File: config.mk
export PLATFORM = sky130hd
export DESIGN_NAME = frame_min_max
export DESIGN_NICKNAME = d
export VERILOG_FILES = /design/src/rtl/frame_min_max.sv
export SDC_FILE = /design/constraint.sdc
export NUM_CORES = 1
export LEC_CHECK = 0
export CAP_MARGIN = 20
export CORE_ASPECT_RATIO = 0.7
export CORE_MARGIN = 4
export CORE_UTILIZATION = 40
export CTS_CLUSTER_SIZE = 16
export DETAILED_ROUTE_END_ITERATION = 6
export PLACE_DENSITY_LB_ADDON = 0.3
export SYNTH_ARGS = -nofsm -noshare
export SYNTH_HDL_FRONTEND = slang
export SYNTH_SLANG_ARGS = --single-unit
File: constraint.sdc
create_clock -name clock -period 8.63 [get_ports clock]
set_input_delay 1.2945 -clock clock [delete_from_list [all_inputs] [get_ports clock]]
set_output_delay 1.2945 -clock clock [all_outputs]
set_load 0.03 [all_outputs]
File: src/rtl/frame_min_max.sv
// Tracks min/max (with earliest index) over a frame of FRAME_LEN samples or until io_flush.
// Result registered 1 cycle after the closing sample; io_in_ready drops while a result is held.
module frame_min_max #(
  parameter  int WIDTH     = 64,
  parameter  int FRAME_LEN = 16,
  parameter  int SIGNED    = 1,
  localparam int IDXW      = $clog2(FRAME_LEN),
  localparam int CNTW      = $clog2(FRAME_LEN + 1)
) (
  input  logic              clock,
  input  logic              reset,
  input  logic              io_in_valid,
  output logic              io_in_ready,
  input  logic [WIDTH-1:0]  io_in_bits,
  input  logic              io_flush,
  output logic              io_out_valid,
  input  logic              io_out_ready,
  output logic [WIDTH-1:0]  io_out_min,
  output logic [WIDTH-1:0]  io_out_max,
  output logic [IDXW-1:0]   io_out_min_idx,
  output logic [IDXW-1:0]   io_out_max_idx,
  output logic [CNTW-1:0]   io_out_count
);

  typedef enum logic {ACCUM, HOLD} state_t;

  typedef struct packed {
    logic [WIDTH-1:0] min_val;
    logic [WIDTH-1:0] max_val;
    logic [IDXW-1:0]  min_idx;
    logic [IDXW-1:0]  max_idx;
    logic [CNTW-1:0]  count;
  } stats_t;

  state_t state, state_nxt;
  stats_t acc, acc_nxt, upd;
  stats_t res, res_nxt;
  logic   accept;
  logic   frame_full;
  logic   has_data;

  function automatic logic less_than(input logic [WIDTH-1:0] a, input logic [WIDTH-1:0] b);
    if (SIGNED != 0) return $signed(a) < $signed(b);
    else             return a < b;
  endfunction

  assign io_in_ready = (state == ACCUM);
  assign accept      = io_in_valid && io_in_ready;

  // Accumulator as it would look after folding in the current sample.
  always_comb begin
    upd = acc;
    if (acc.count == '0) begin
      upd.min_val = io_in_bits;
      upd.max_val = io_in_bits;
      upd.min_idx = '0;
      upd.max_idx = '0;
      upd.count   = CNTW'(1);
    end else begin
      if (less_than(io_in_bits, acc.min_val)) begin
        upd.min_val = io_in_bits;
        upd.min_idx = acc.count[IDXW-1:0];
      end
      if (less_than(acc.max_val, io_in_bits)) begin
        upd.max_val = io_in_bits;
        upd.max_idx = acc.count[IDXW-1:0];
      end
      upd.count = acc.count + CNTW'(1);
    end
  end

  always_comb begin
    state_nxt  = state;
    acc_nxt    = acc;
    res_nxt    = res;
    frame_full = accept && (upd.count == CNTW'(FRAME_LEN));
    has_data   = accept || (acc.count != '0);
    case (state)
      ACCUM: begin
        if (accept) acc_nxt = upd;
        // A flush in the same cycle as a sample closes the frame with that sample included.
        if (frame_full || (io_flush && has_data)) begin
          res_nxt   = accept ? upd : acc;
          acc_nxt   = '0;
          state_nxt = HOLD;
        end
      end
      HOLD: begin
        if (io_out_ready) state_nxt = ACCUM;
      end
      default: state_nxt = ACCUM;
    endcase
  end

  always_ff @(posedge clock) begin
    if (reset) begin
      state <= ACCUM;
    end else begin
      state <= state_nxt;
    end
  end

  always_ff @(posedge clock) begin
    if (reset) begin
      acc <= '0;
      res <= '0;
    end else begin
      acc <= acc_nxt;
      res <= res_nxt;
    end
  end

  assign io_out_valid   = (state == HOLD);
  assign io_out_min     = res.min_val;
  assign io_out_max     = res.max_val;
  assign io_out_min_idx = res.min_idx;
  assign io_out_max_idx = res.max_idx;
  assign io_out_count   = res.count;

endmodule

==> impl_metrics.ini <==
[synthesis]
ys_seq_area_share_pct = 39.4
synth_warnings = 0
syn_area_sq_um = 14400
syn-num-nets = 1793
syn_inst = 1595
dominantRegCellSynth = dfxtp_1
syn_area_per_cell_sq_um = 9.03
ys_async_sr_fraction_pct = 0
ys_ff_latch = 283
synth-edff-count = 0
ys_types = 66

[critical_path]
crit_buf_inv = 3
end_kind = register
slowest_delay_ns = 0.92
critPathRequiredTime_ns = 9.13
rrSetupSlack_ns = 4.18
cp_slowest_cell = a31oi_4
path_class = in2reg
critical-path-top-delay-family = compound AO/OA/AOI/OAI gates
cp_max_fo = 38
r2r_cells = 12
cp.arrival_ns = 5.95
start_kind = input pin
worstReg2RegStart = acc[108]$_SDFFE_PP0N_
worst_r2r_endpoint = io_out_min[47]$_SDFFE_PP0P_
cp_cell_sequence = clkdlybuf4s50_1, inv_1, ha_1, nand4_1, nor4_2, nand2_1, o22ai_1, or2_1, o21ai_1, a31oi_4, buf_4, a22o_1

[grt]
antenna_found_initial = 0
gr-total-overflow = 0
busiest_layer = met2
grt_pass1_wl_microns = 69900
grt_usage_pct = 21.5
grt_max_degree = 128
grt_use_met3_pct = 4.17
grtUsageMet2_pct = 32.2
gr-usage-met1_pct = 31.9
grt_pass1_vias = 12400

[pwr]
pwr-share-comb_pct = 23.7
ir_drop_uv = 152
swShare_pct = 31.5
power_mw = 3.77
powerDensity_nw_per_um2 = 212
p_int_mw = 2.58
seqPwrFrac_pct = 39.7
switchingPower_mw = 1.19
pwr-share-clk_pct = 36.6
p_leak_nw = 7.07

[routing]
ant_nets = 0
vias_per_cell = 5.69
remaining_drc_errors = 0
wl_per_cell_microns = 19.6
drt_iter0_drc = 841
drt_wl_total_microns = 43800
dr_total_vias = 12700
firstDrtPassIters = 7

[timing]
fin_crit_sh_pct = 63.2
slew_violations = 0
final.setup.tns_ns = 0
setup_viol = 0
relSlewSlack_pct = 26.5
rsz0062_at_grt = no
max_freq_mhz = 183
hold_viol = 0
tightest_slew_ns = 1.08
setup_slack_ns = 3.18
skew_ns = 0.0176
period_needed_ns = 5.45

[clock_network]
cts.sinks = 283
clk_path_buf_depth = 3
clk_latency_ns = 0.57
cts_hold_buf = 0
clockRootBuffer = clkbuf_16
htree_num_levels = 1
clk_pin_slew_ns = 0.06
numCtsBuffers = 30
cts_tree = yes
cts-resized-gates = 0
post_cts_buffers = 0

[hold_path]
hp-start = acc[9]$_SDFFE_PP0N_
holdPathStages = 1
whs_endpoint = acc[9]$_SDFFE_PP0N_
hold_class = reg2reg

[cells_and_area]
area_delta_synth_final_pct = 23.4
postLayoutCellArea_sq_um = 17800
drive_gt1_share_pct = 5.16
nets = 1936
final_util_pct = 50.6

[floorplanning]
fp.dieH_microns = 167
start_util_pct = 41.0
row_count = 57
num_io_pins = 212
die-area_sq_um = 39100
core_area_sq_um = 35100
die_x_microns = 235

[placement]
pre_cts_ws_ns = 2.59
gp_congestion = 0.849
numPortBuffers = 211
dpl_cell_area_sq_um = 16700
hpwl_microns = 29700

[run]
maxCapViolCount = 0

[status]
status = complete, no violations
[placed cells by master (no fill, tap or decap), types with 4 or more instances in the layout]
| cell type | n |
|---|---|
| a211oi_1 | 72 |
| a21boi_0 | 5 |
| a21o_1 | 4 |
| a21oi_1 | 69 |
| a221oi_1 | 5 |
| a22o_1 | 126 |
| a311oi_1 | 66 |
| a31oi_1 | 4 |
| a32o_1 | 5 |
| buf_4 | 16 |
| clkbuf_1 | 4 |
| clkbuf_16 | 31 |
| clkbuf_8 | 9 |
| clkdlybuf4s50_1 | 210 |
| clkinv_2 | 6 |
| dfxtp_1 | 283 |
| ha_1 | 129 |
| inv_1 | 136 |
| mux2i_1 | 69 |
| nand2_1 | 56 |
| nand3_1 | 79 |
| nand4_1 | 25 |
| nor2_1 | 157 |
| nor2b_1 | 4 |
| nor3_1 | 20 |
| o21ai_0 | 92 |
| o21ai_1 | 4 |
| or3_1 | 4 |
[synthesized netlist by cell type (all sizes together) (3+ instances only)]
cell type  instances  share of area, %
a211oi            73               3.9
a21boi             5              0.26
a21o               4              0.21
a21oi             70               2.5
a221oi             5              0.30
a22o             127               7.7
a311oi            66               4.0
a31oi              5              0.22
a32o               5              0.35
and2               6              0.30
buf               58               2.7
clkbuf            60               1.6
dfxtp            283                39
ha               129                11
inv              136               3.5
mux2i             70               4.9
nand2             56               1.5
nand2b             3              0.13
nand3             79               2.7
nand4             25               1.1
nor2             158               4.1
nor2b              4              0.17
nor3              21              0.81
nor4               6              0.39
o211ai             3              0.16
o21ai             96               3.3
o31ai              3              0.25
or3                4              0.17
[state kept, by name, indices dropped and copies added (netlist names)]
name,flops
io_out_min_idx,4
acc,141
io_out_valid,1
io_out_max_idx,4
io_out_max,64
io_out_count,5
io_out_min,64
[how the worst max path moves through the flow]
stage,start,endpoint,cells after the start
after floorplan,io_in_bits[19],acc[18]$_SDFFE_PP0N_,13
final,io_in_bits[49],acc[39]$_SDFFE_PP0N_,12
after detailed placement,io_in_bits[30],io_out_min[47]$_SDFFE_PP0P_,12
after global routing,io_in_bits[63],acc[30]$_SDFFE_PP0N_,12
after CTS,io_in_bits[30],io_out_min[47]$_SDFFE_PP0P_,12
after global placement,io_in_bits[30],io_out_min[62]$_SDFFE_PP0P_,12
[per-stage QoR]
stage	hold WS (ns)	cells
global route	0.488	2234
detailed placement	0.458	2177
CTS	0.472	2233
floorplan	0.433	1595
finish	0.470	2235
global placement	0.444	2176
[cell families after synthesis]
group	synth area share, %
xor gates and xnor gates	0.183
muxes	4.97
DFF	39.4
and+or+nand+nor	12.0
buffers and inverters	7.81
AOI/OAI and AO/OA	24.4
adders and majority gates	11.2
[layout make-up]
cell class,instances,area [sq um]
Antenna cell,1,2.50
Clock buffer,44,915
Clock inverter,12,144
Fill cell,3238,17300
Inverter,136,510
Multi-Input combinational cell,1058,7650
Sequential cell,283,5670
Tap cell,472,591
Timing Repair Buffer,229,2290
[metal layers]
| layer | wire length, microns | share of wire (%) | up-vias |
|---|---|---|---|
| met5 | 0 | 0 | - |
| met4 | 1020 | 2.3 | 0 |
| met3 | 2720 | 6.2 | 65 |
| met2 | 18300 | 42 | 372 |
| met1 | 21700 | 50 | 6122 |
| li1 | - | - | 6166 |
[power by group through the flow]
| stage | logic, mW | clock network (mW) | registers, mW |
|---|---|---|---|
| 2_1_floorplan | 0.446 | 0 | 1.63 |
| 3_3_place_gp | 0.875 | 0 | 1.52 |
| 3_5_place_dp | 0.891 | 0 | 1.52 |
| 4_1_cts | 0.896 | 1.40 | 1.50 |
| 5_1_grt | 0.976 | 1.45 | 1.51 |
| 6_report | 0.894 | 1.38 | 1.50 |
Note: power is estimated with default switching activity, not from simulation.
